### config.mk
export PLATFORM = sky130hd
export DESIGN_NAME = mem_arb
export DESIGN_NICKNAME = d
export VERILOG_FILES = /design/src/rtl/mem_arb_pkg.sv /design/src/rtl/mem_arb_tag_table.sv /design/src/rtl/mem_arb.sv
export SDC_FILE = /design/constraint.sdc
export NUM_CORES = 1
export LEC_CHECK = 0
export ABC_AREA = 1
export CAP_MARGIN = 15
export CORE_AREA = 2 2 217 219
export DETAILED_ROUTE_END_ITERATION = 16
export DIE_AREA = 0 0 219 221
export SYNTH_ARGS = -nofsm -noshare
export SYNTH_HDL_FRONTEND = slang
export SYNTH_SLANG_ARGS = --single-unit
### constraint.sdc
create_clock -name clk -period 3.3 [get_ports clk]
set_input_delay 0.825 -clock clk [delete_from_list [all_inputs] [get_ports clk]]
set_output_delay 0.825 -clock clk [all_outputs]
set_load 0.03 [all_outputs]
### src/rtl/mem_arb_pkg.sv
// Shared memory-bus encodings and tag width for the memory arbiter.
package mem_arb_pkg;
  localparam int         MEM_TAG_W = 4;
  localparam logic [1:0] BUS_NONE  = 2'b00;
  localparam logic [1:0] BUS_LOAD  = 2'b01;
  localparam logic [1:0] BUS_STORE = 2'b10;
endpackage

### src/rtl/mem_arb_tag_table.sv
// Tag ownership table: which requester owns each outstanding memory tag,
// plus the count of accepted, unreturned loads.
module mem_tag_table #(
  parameter int TAG_W = 4
) (
  input  logic             clk,
  input  logic             rst,
  input  logic             set_en_i,
  input  logic [TAG_W-1:0] set_tag_i,
  input  logic             set_id_i,
  input  logic [TAG_W-1:0] lkp_tag_i,
  output logic             lkp_hit_o,
  output logic             lkp_id_o,
  output logic             lkp_miss_o,
  output logic             set_dup_o,
  output logic [TAG_W:0]   outstanding_o
);
  localparam int             DEPTH   = 1 << TAG_W;
  localparam logic [TAG_W:0] CNT_MAX = (TAG_W+1)'(DEPTH - 1);

  logic [DEPTH-1:0] vld_q, vld_d, own_q, own_d;
  logic [TAG_W:0]   cnt_q, cnt_d;
  logic             lkp_act;

  assign lkp_act    = lkp_tag_i != '0;
  assign lkp_hit_o  = lkp_act && vld_q[lkp_tag_i];
  assign lkp_miss_o = lkp_act && !vld_q[lkp_tag_i];
  assign lkp_id_o   = own_q[lkp_tag_i];
  // A same-tag return this cycle frees the entry, so reuse is legal then.
  assign set_dup_o  = set_en_i && vld_q[set_tag_i] && !(lkp_act && lkp_tag_i == set_tag_i);

  always_comb begin
    vld_d = vld_q;
    own_d = own_q;
    cnt_d = cnt_q;
    if (lkp_hit_o) vld_d[lkp_tag_i] = 1'b0;
    if (set_en_i) begin
      vld_d[set_tag_i] = 1'b1;
      own_d[set_tag_i] = set_id_i;
    end
    if (set_en_i && !lkp_hit_o && cnt_q != CNT_MAX)      cnt_d = cnt_q + 1'b1;
    else if (lkp_hit_o && !set_en_i && cnt_q != '0)      cnt_d = cnt_q - 1'b1;
  end

  always_ff @(posedge clk or posedge rst) begin
    if (rst) begin
      vld_q <= '0;
      own_q <= '0;
      cnt_q <= '0;
    end else begin
      vld_q <= vld_d;
      own_q <= own_d;
      cnt_q <= cnt_d;
    end
  end

  assign outstanding_o = cnt_q;
endmodule

### src/rtl/mem_arb.sv
// Two-port round-robin arbiter for the shared memory port, with grant lock
// until accept and tag-based routing of load returns.
module mem_arb
  import mem_arb_pkg::*;
#(
  parameter int TAG_W  = MEM_TAG_W,
  parameter int ADDR_W = 64,
  parameter int DATA_W = 64
) (
  input  logic                   clk,
  input  logic                   rst,
  input  logic [1:0][1:0]        req_cmd_i,
  input  logic [1:0][ADDR_W-1:0] req_addr_i,
  input  logic [1:0][DATA_W-1:0] req_data_i,
  output logic [1:0][TAG_W-1:0]  req_rsp_o,
  output logic [1:0][TAG_W-1:0]  req_tag_o,
  output logic [DATA_W-1:0]      req_data_o,
  output logic [1:0]             proc2mem_command_o,
  output logic [ADDR_W-1:0]      proc2mem_addr_o,
  output logic [DATA_W-1:0]      proc2mem_data_o,
  input  logic [TAG_W-1:0]       mem2proc_response_i,
  input  logic [TAG_W-1:0]       mem2proc_tag_i,
  input  logic [DATA_W-1:0]      mem2proc_data_i,
  output logic [TAG_W:0]         outstanding_o,
  output logic                   err_o
);
  logic [1:0]       req;
  logic             any_req, lock_act, gnt, accept, load_acc;
  logic             lock_q, lock_d, lock_id_q, lock_id_d, last_q, last_d, err_q, err_d;
  logic [TAG_W-1:0] ret_tag;
  logic             hit, hit_id, miss, dup;

  assign req[0]  = req_cmd_i[0] != BUS_NONE;
  assign req[1]  = req_cmd_i[1] != BUS_NONE;
  assign any_req = (|req) && !rst;

  // A lock only holds while its owner keeps requesting.
  always_comb begin
    lock_act = lock_q && req[lock_id_q];
    gnt      = req[1];
    if (lock_act)          gnt = lock_id_q;
    else if (req == 2'b11) gnt = ~last_q;
  end

  assign accept   = any_req && mem2proc_response_i != '0;
  assign load_acc = accept && req_cmd_i[gnt] == BUS_LOAD;
  assign ret_tag  = rst ? '0 : mem2proc_tag_i;

  mem_tag_table #(.TAG_W(TAG_W)) u_tags (
    .clk           (clk),
    .rst           (rst),
    .set_en_i      (load_acc),
    .set_tag_i     (mem2proc_response_i),
    .set_id_i      (gnt),
    .lkp_tag_i     (ret_tag),
    .lkp_hit_o     (hit),
    .lkp_id_o      (hit_id),
    .lkp_miss_o    (miss),
    .set_dup_o     (dup),
    .outstanding_o (outstanding_o)
  );

  always_comb begin
    proc2mem_command_o = BUS_NONE;
    proc2mem_addr_o    = '0;
    proc2mem_data_o    = '0;
    req_rsp_o          = '0;
    req_tag_o          = '0;
    req_data_o         = '0;
    if (any_req) begin
      proc2mem_command_o = req_cmd_i[gnt];
      proc2mem_addr_o    = req_addr_i[gnt];
      proc2mem_data_o    = gnt ? req_data_i[gnt] : '0;
      req_rsp_o[gnt]     = mem2proc_response_i;
    end
    if (hit) begin
      req_tag_o[hit_id] = ret_tag;
      req_data_o        = mem2proc_data_i;
    end
  end

  always_comb begin
    lock_d    = 1'b0;
    lock_id_d = lock_id_q;
    last_d    = last_q;
    if (accept) begin
      last_d = gnt;
    end else if (any_req) begin
      lock_d    = 1'b1;
      lock_id_d = gnt;
    end
    err_d = err_q | miss | dup;
  end

  always_ff @(posedge clk or posedge rst) begin
    if (rst) begin
      lock_q    <= 1'b0;
      lock_id_q <= 1'b0;
      last_q    <= 1'b1;
      err_q     <= 1'b0;
    end else begin
      lock_q    <= lock_d;
      lock_id_q <= lock_id_d;
      last_q    <= last_d;
      err_q     <= err_d;
    end
  end

  assign err_o = err_q;
endmodule

==> results.md <==
* Status: finished clean
* Commonest cells post-synth: nor2_1 (282), nand2_1 (191), inv_1 (110), o21ai_0 (97), dfrtp_1 (40)
* CTS Buf Count at 5
* Tcrit/Tclk final at 98.5%
* Worst skew pair latency at 0.29 ns
* Critical-path cell list: buf_6 > buf_8 > buf_6 > nand3b_1 > nand2_1 > nand2_1 > nand2_1 > nand2_1 > nand2_2 > nor2_4 > nand2_8 > buf_12 > clkbuf_16 > nor2_2 > buf_6
* Clk buf depth at 2
* Async set-reset flop share out of synthesis at 100%
* First-pass GRT wire length at 48000 um
* Area of the mapped netlist at 4500 um^2
* Clk_skew at 0.00413 ns
* Post-synth top area cell: nor2_1
* Crit Path Class: in2out
* Max VDD drop at 0.000214 V
* Vias per inst at 3.78
* Final Cell Area at 12100 um^2
* Top cells by area, synth: nor2_1 (24%), dfrtp_1 (22%), nand2_1 (16%)
* Minimum clock period at 3.25 ns
* Synthesized instance count at 865
* FILL cells at 4991
* Post-route insts no fill at 2045
* Seq cells post-synth at 41
* Final core occ at 26.3%
* Clk slew on worst S/H paths at 0.06 ns
* Number of global-route vias before repair at 7624
* Placed Cells incl. Taps at 2010
* Worst slew pin tran at 0.586 ns
* CP Capture Type: output pin
* Initial antenna violation count at 15
* FP Rows at 79
* Residual DRC count at 0
* CTS tree: yes
* Crit-path max cell delay at 0.17 ns
* IO Pins at 550
* Slowest stage cell, crit path: clkbuf_16
* Router iterations before antenna repair at 5
* Register area share after synthesis at 22.8%
* Die width at 219 um
* Core ar. at 46100 um^2
* Starting Density at 9.76%
* Max-slew violations at 0
* Achievable Freq at 0.307 GHz
* H-Tree Depth at 2
* WP buf/inv at 6
* EDFF count, synth at 0
* Pwr dens at 343 nW/um^2
* Gpl congestion at 0.931
* Vias at 7740
* Largest net degree at the start of global routing at 30
* WP data required at 2.47 ns
* Total of warnings raised by yosys at 0
* Share of cells above drive strength 1 at 32.5%
* Root Buffer: clkbuf_16
* # setup viols final at 0
* Number of DRC markers in iteration 0 at 304
* Total gr overflow at 0
* Sink Count at 41
* RSZ-0062 raised after global routing: yes
* CP Data Arrival Time at 2.43 ns
* Max_cap viols at 0
* Post-route ant nets at 0
* Placed Area at 11100 um^2
* Buffers on Ports at 485
* Height of the die at 221 um
* Crit Path Max Fanout at 10
* P&R area growth vs syn at 170%
* Slew HR at 60.6%
* Gr usage total at 13.5%
* Final hold viol count at 0
* Mean routed wirelength per cell at 17.5 um
* Synth top area share at 23.5%
* Nets at 1766
* Most common cell in the netlist: nor2_1
* CP delay by family, top: buffers and inverters
* Synth Net Count at 1204
* Cell variety after synth at 30
* Startpoint Class: primary input
* Syn_area_per_cell at 5.20 um^2
* LEAKAGE at 5.72 nW
* Power after layout at 4.16 mW
* Drt total wl at 35800 um
* Top_reg_cell synth: dfrtp_1
* Die area at 48400 um^2
* Most Frequent Cell on Critical Path: nand2_1
* Post-DP HPWL at 29600 um
* Worst hold path type: reg2reg
final timing paths:
check	endpoint	start	slack, ns	cells past startpoint
max in group asynchronous	u_tags.vld_q[5]	rst	2.23	4
hold / removal	register	register	0.38	0
setup reg to reg	u_tags.outstanding_o[4]	last_q	0.70	19
min in group asynchronous	u_tags.outstanding_o[4]	rst	0.76	4
hold reg to reg	register	register	0.38	0
setup / recovery	req_data_o[29]	mem2proc_tag_i[0]	0.05	15
report_power, final:
group / total, mW / switching, mW / internal [mW]
clock network: 0.577 / 0.199 / 0.377
logic: 2.85 / 1.54 / 1.31
registers: 0.735 / 0.101 / 0.634
metrics by stage:
step	TNS, ns	hold slack [ns]	setup WS, ns
floorplan	0	0.429	0.00355
global placement	-58.79	0.370	-0.478
detailed placement	-60.68	0.368	-0.478
CTS	-0.0359	0.382	-0.0302
global route	-0.365	0.406	-0.0531
finish	0	0.381	0.0479
final cells by class:
| type | count | area [um^2] | area share, % |
|---|---|---|---|
| Clock buffer | 6 | 139 | 1.14 |
| Multi-Input combinational cell | 659 | 3270 | 26.9 |
| Inverter | 115 | 464 | 3.83 |
| Antenna cell | 10 | 25.0 | 0.206 |
| Timing Repair Buffer | 605 | 6410 | 52.8 |
| Clock inverter | 2 | 37.5 | 0.309 |
| Sequential cell | 41 | 1030 | 8.47 |
| Tap cell | 607 | 759 | 6.26 |
cell usage in the layout (no fill, tap or decap), types with 12 or more instances in the layout:
cell	netlist	final
nor2_1	282	204
clkdlybuf4s50_1	0	266
nand3_1	24	20
nor2_2	2	66
inv_1	110	101
dfrtp_1	40	40
buf_4	2	225
buf_12	0	70
buf_6	0	25
nor2_4	1	15
o21ai_0	97	94
nor3_1	18	12
nand2_1	191	185
per-layer routing:
metal  global-route usage, %  wire length [um]
met1                    13.4             12400
met2                    25.7             18700
met3                    3.93              3390
met4                    5.62              1290
met5                       0                 0
state kept, by name (all words and copies together) (netlist names), named ones only:
| name | flops |
|---|---|
| err_o | 1 |
| lock_id_q | 1 |
| u_tags.vld_q | 15 |
| last_q | 1 |
| lock_q | 1 |
| u_tags.outstanding_o | 5 |
| u_tags.own_q | 16 |
cell families after synthesis:
logic type | count (synthesis) | synth area share (%)
adder cells (fa/ha/maj) | 5 | 1.56
AND/OR/NAND/NOR | 532 | 47.0
flip-flops | 41 | 22.8
buffers and inverters | 165 | 14.2
XOR/XNOR | 5 | 0.974
AO/OA/AOI/OAI | 117 | 13.4
repair_timing:
item	CTS	global route
gates resized for setup	84	101
buffers inserted	5	3
hold endpoints to repair	0	0
endpoints found under the setup margin	212	147
cloned	5	5
hold buffers	0	0
pin swaps	13	21
(Power assumes the default switching activity.)
